### config.mk
export PLATFORM = sky130hd
export DESIGN_NAME = stack_arbiter
export DESIGN_NICKNAME = d
export VERILOG_FILES = /design/src/rtl/stack_arbiter.sv
export SDC_FILE = /design/constraint.sdc
export NUM_CORES = 1
export LEC_CHECK = 0
export BUFFER_PORTS_ARGS = -buffer_cell sky130_fd_sc_hd__buf_2
export CORE_MARGIN = 3
export CORE_UTILIZATION = 50
export DETAILED_ROUTE_END_ITERATION = 6
export PLACE_DENSITY = 0.82
export RECOVER_POWER = 100
export SLEW_MARGIN = 10
export SYNTH_ARGS = -nofsm -noshare
export SYNTH_HDL_FRONTEND = slang
export SYNTH_SLANG_ARGS = --single-unit
### constraint.sdc
create_clock -name clk -period 4.2 [get_ports clk]
set_clock_uncertainty 0.05 [all_clocks]
set_input_delay 0.42 -clock clk [delete_from_list [all_inputs] [get_ports clk]]
set_output_delay 0.42 -clock clk [all_outputs]
set_load 0.01 [all_outputs]
### src/rtl/stack_arbiter.sv
// rtl/stack_arbiter.sv - round-robin two-client arbiter/sequencer for the 8x4 lab stack
// Every accepted request occupies a fixed IDLE -> ISSUE -> SETTLE slot.
module stack_arbiter #(
    parameter int DW = 4
) (
    input  logic          clk,
    input  logic          rstN,
    input  logic          a_push,
    input  logic          a_pop,
    input  logic [DW-1:0] a_data,
    input  logic          b_push,
    input  logic          b_pop,
    input  logic [DW-1:0] b_data,
    output logic          a_grant,
    output logic          b_grant,
    output logic          a_reject,
    output logic          b_reject,
    output logic          a_rvalid,
    output logic          b_rvalid,
    output logic [DW-1:0] rdata,
    output logic          stk_push,
    output logic          stk_pop,
    output logic [DW-1:0] stk_data_in,
    input  logic [DW-1:0] stk_data_out,
    input  logic          stk_full,
    input  logic          stk_empty
);

    typedef enum logic [1:0] {IDLE, ISSUE, SETTLE} state_t;

    state_t        state;
    state_t        state_nxt;
    logic          last_b;
    logic          lat_b;
    logic          lat_rd;
    logic          a_req;
    logic          b_req;
    logic          sel_b;
    logic          sel_push;
    logic          sel_pop;
    logic [DW-1:0] sel_data;
    logic          illegal;
    logic          take;

    always_comb begin
        a_req     = a_push | a_pop;
        b_req     = b_push | b_pop;
        // B wins only when alone or when A was the last client served
        sel_b     = b_req & (~a_req | ~last_b);
        sel_push  = sel_b ? b_push : a_push;
        sel_pop   = sel_b ? b_pop  : a_pop;
        sel_data  = sel_b ? b_data : a_data;
        // pop and swap both need a valid top; a plain push needs room
        illegal   = sel_pop ? stk_empty : stk_full;
        take      = (state == IDLE) && (a_req || b_req);
        state_nxt = state;
        case (state)
            IDLE:    if (take) state_nxt = ISSUE;
            ISSUE:   state_nxt = SETTLE;
            SETTLE:  state_nxt = IDLE;
            default: state_nxt = IDLE;
        endcase
    end

    always_ff @(posedge clk or negedge rstN) begin
        if (!rstN) begin
            state <= IDLE;
        end else begin
            state <= state_nxt;
        end
    end

    always_ff @(posedge clk or negedge rstN) begin
        if (!rstN) begin
            a_grant     <= 1'b0;
            b_grant     <= 1'b0;
            a_reject    <= 1'b0;
            b_reject    <= 1'b0;
            a_rvalid    <= 1'b0;
            b_rvalid    <= 1'b0;
            rdata       <= '0;
            stk_push    <= 1'b0;
            stk_pop     <= 1'b0;
            stk_data_in <= '0;
            last_b      <= 1'b1;
            lat_b       <= 1'b0;
            lat_rd      <= 1'b0;
        end else begin
            a_grant  <= 1'b0;
            b_grant  <= 1'b0;
            a_reject <= 1'b0;
            b_reject <= 1'b0;
            a_rvalid <= 1'b0;
            b_rvalid <= 1'b0;
            stk_push <= 1'b0;
            stk_pop  <= 1'b0;
            if (take) begin
                a_grant  <= ~sel_b;
                b_grant  <= sel_b;
                a_reject <= ~sel_b & illegal;
                b_reject <= sel_b & illegal;
                stk_push <= ~illegal & sel_push;
                stk_pop  <= ~illegal & sel_pop;
                if (!illegal) begin
                    stk_data_in <= sel_data;
                end
                last_b <= sel_b;
                lat_b  <= sel_b;
                lat_rd <= ~illegal & sel_pop;
            end
            if (state == SETTLE && lat_rd) begin
                rdata    <= stk_data_out;
                a_rvalid <= ~lat_b;
                b_rvalid <= lat_b;
            end
        end
    end

endmodule
==> results.txt <==
Syn Std Cell Area: 900 um^2
WL/cell: 13.7 um
leak pwr: 0.522 nW
CTS H-tree lvls: 1
maximum VDD drop: 0.000455 V
root buffer cell: clkbuf_4
cts hold-fix bufs: 0
die height: 48.4 um
min-delay worst type: in2async
row count: 14
clock share of power: 0.139
Critical Path RT: 4.34 ns
cell family with most CP delay: compound AO/OA/AOI/OAI gates
FILL cells: 128
synthesis-to-finish area growth: 19.9%
Post-CTS Setup Bufs: 0
Final Hold Fails: 0
Synthesis Warnings: 0
combinational family with the most area after synthesis: multiplexers
initial DRC count: 9
CP Capture Type: flop
crit path to: stk_data_in[1]
register area share after synthesis: 0.586
Avg Cell Area, Syn: 14.3 um^2
reg2reg path depth: 5
DR vias/cell: 4.86
IO Count: 36
die area: 2340 um^2
Worst-Margin Slew: 1.16 ns
drt pass-1 iters: 4
TritonCTS clock tree: yes
DP Area: 1100 um^2
Reg power frac: 0.471
post-synthesis simple-gate area fraction: 0.110
layout cells sized above 1: 0.333
critical path launch point type: input pin
Antenna Cells: 0
CTS buffer count: 3
Die X: 48.4 um
RD Place Congestion: 0.778
antenna-violating nets left: 0
via count: 612
Adder-Cell Fraction of Synth Area: 0
crit path DAT: 2.24 ns
crit path kind: in2reg
DRC Markers: 0
critical path buffer and inverter count: 1
biggest regs: rdata x4, stk_data_in x4, state x2
Slowest cell on crit path: o41ai_1
Reg2Reg Setup Slack: 2.17 ns
# port buffers: 35
RSZ-0062 raised after global routing: false
core area: 1590 um^2
CTS sink cnt: 21
Post-Synth XOR/XNOR Area: 0
compound-gate portion of the synthesized area: 0.118
Crit. Startpoint: b_pop
Final min period: 2.09 ns
outcome: finished, final reports clean
Int Pwr: 461 uW
Cell Pwr Density: 653 nW/um^2
largest net degree at the start of global routing: 22
FF-to-FF Start: last_b
Final period util: 0.499
clk buf depth: 2
Initial Utilization: 0.564
combinational share of power: 0.390
via count of the first global-routing pass: 616
CTS clk-pin slew, worst paths: 0.12 ns
Max Cap Viol: 0
Worst R2R End: stk_data_in[1]
final setup vio count: 0
dpl hpwl: 1.38 mm
mux cell area share after synthesis: 0.178
Synth Instances: 63
Slew HR: 0.219
sw frac: 0.346
final count of pins violating max slew: 0
FF+latch count, synth: 21
post-layout instance area: 1080 um^2
Final nets: 123
fmax: 0.477 GHz
total global-route track usage: 0.161
setup TNS: 0 ns
final WL: 1.72 mm
post-synth cell types: 21
Crit Path Max Fanout: 7
critical path, cell by cell: clkbuf_1 > o41ai_1 > a31o_4 > a21oi_1 > mux2_1
gr ovfl total: 0
first-pass GRT wire length: 2.97 mm
Largest stage delay, worst path: 1.04 ns
Resized Gates After CTS: 0
Synth Net Count: 83
P_sw: 244 uW
Clk Latency, worst-skew pair: 0.30 ns
antenna violations before repair: 0
WP depth: 5
[layout by cell type, fill, tap and decap left out, drive strengths merged]
cell type,n
nor3b,1
inv,2
buf,17
nand2b,2
clkbuf,21
o21ai,2
and2b,1
mux2,12
nor2,4
nor3,2
clkinvlp,1
dfrtp,20
mux2i,1
nor2b,3
a21oi,2
a21o,4
nand2,2
nand3b,2
a31o,1
dfstp,1
o41ai,1
[routing by layer]
metal | up-vias | routed length [um] | GRT usage
li1 | 302 | - | -
met3 | 2 | 92 | 0.0460
met2 | 17 | 860 | 0.275
met4 | 0 | 12 | 0.0569
met5 | - | 0 | 0
met1 | 291 | 757 | 0.194
[how the worst min path moves through the flow]
stage               startpoint       end  slack, ns  cells after the start
5_1_grt        stk_data_out[2]  rdata[2]       0.29                      2
3_3_place_gp              rstN  rdata[2]       0.33                      1
4_1_cts                   rstN  rdata[0]     0.0002                      1
2_1_floorplan             rstN   a_grant       0.07                      0
3_5_place_dp              rstN  rdata[0]       0.34                      1
6_report                  rstN  state[1]       0.22                      1
[cells in the mapped netlist]
cell	number	area (um^2)
inv_1	2	7.51
nor2_1	4	15.0
a21o_1	4	30.0
nand3b_1	2	15.0
nor2b_1	3	18.8
a21oi_1	1	5.00
and2b_1	1	7.51
mux2i_1	1	10.0
dfrtp_1	20	500
o21ai_1	1	5.00
a21oi_4	1	16.3
mux2_2	8	90.1
nor3_1	2	10.0
nand2b_1	2	12.5
nor3b_2	1	12.5
a31o_4	1	17.5
nand2_1	2	7.51
o21ai_0	1	5.00
dfstp_2	1	26.3
o41ai_4	1	27.5
mux2_4	4	60.1
[kinds of logic after synthesis]
kind of cell | count (synthesis)
AOI/OAI and AO/OA | 10
buffers and inverters | 2
DFF | 21
muxes | 13
and+or+nand+nor | 17
[area by class of cell]
type | instances | area [um^2] | share of cell area
clock buffers | 3 | 22.5 | 0.0209
clock inverters | 1 | 7.51 | 0.00696
inverters | 2 | 7.51 | 0.00696
multi-input cells | 40 | 332 | 0.307
flip-flops and latches | 21 | 527 | 0.488
well taps | 24 | 30.0 | 0.0278
repair buffers | 35 | 153 | 0.142
[worst register-to-register path, stage by stage, from the launching register on]
cell and delay (ns):
dfstp_1 0.61, nand2b_1 0.12, a21o_1 0.14, nand2_1 0.12, a21oi_1 0.50, mux2_1 0.38
[power by group through the flow]
| stage | Sequential [mW] | Clock [mW] | Combinational (mW) |
|---|---|---|---|
| finish | 0.332 | 0.0976 | 0.275 |
| global route | 0.346 | 0.108 | 0.303 |
| CTS | 0.332 | 0.0996 | 0.318 |
| detailed placement | 0.337 | 0 | 0.318 |
| global placement | 0.332 | 0 | 0.306 |
| floorplan | 0.362 | 0 | 0.181 |
[metrics by stage]
step           setup slack, ns  hold slack (ns)  instances  power, mW   util
2_1_floorplan             2.59           0.0744         63      0.543      -
3_3_place_gp              2.38            0.332        122      0.638  0.693
3_5_place_dp              2.36            0.336        122      0.655  0.693
4_1_cts                   2.42         0.000168        126      0.750  0.712
5_1_grt                   1.90            0.290        126      0.756  0.677
6_report                  2.11            0.217        126      0.705  0.677
(Power assumes the default switching activity.)
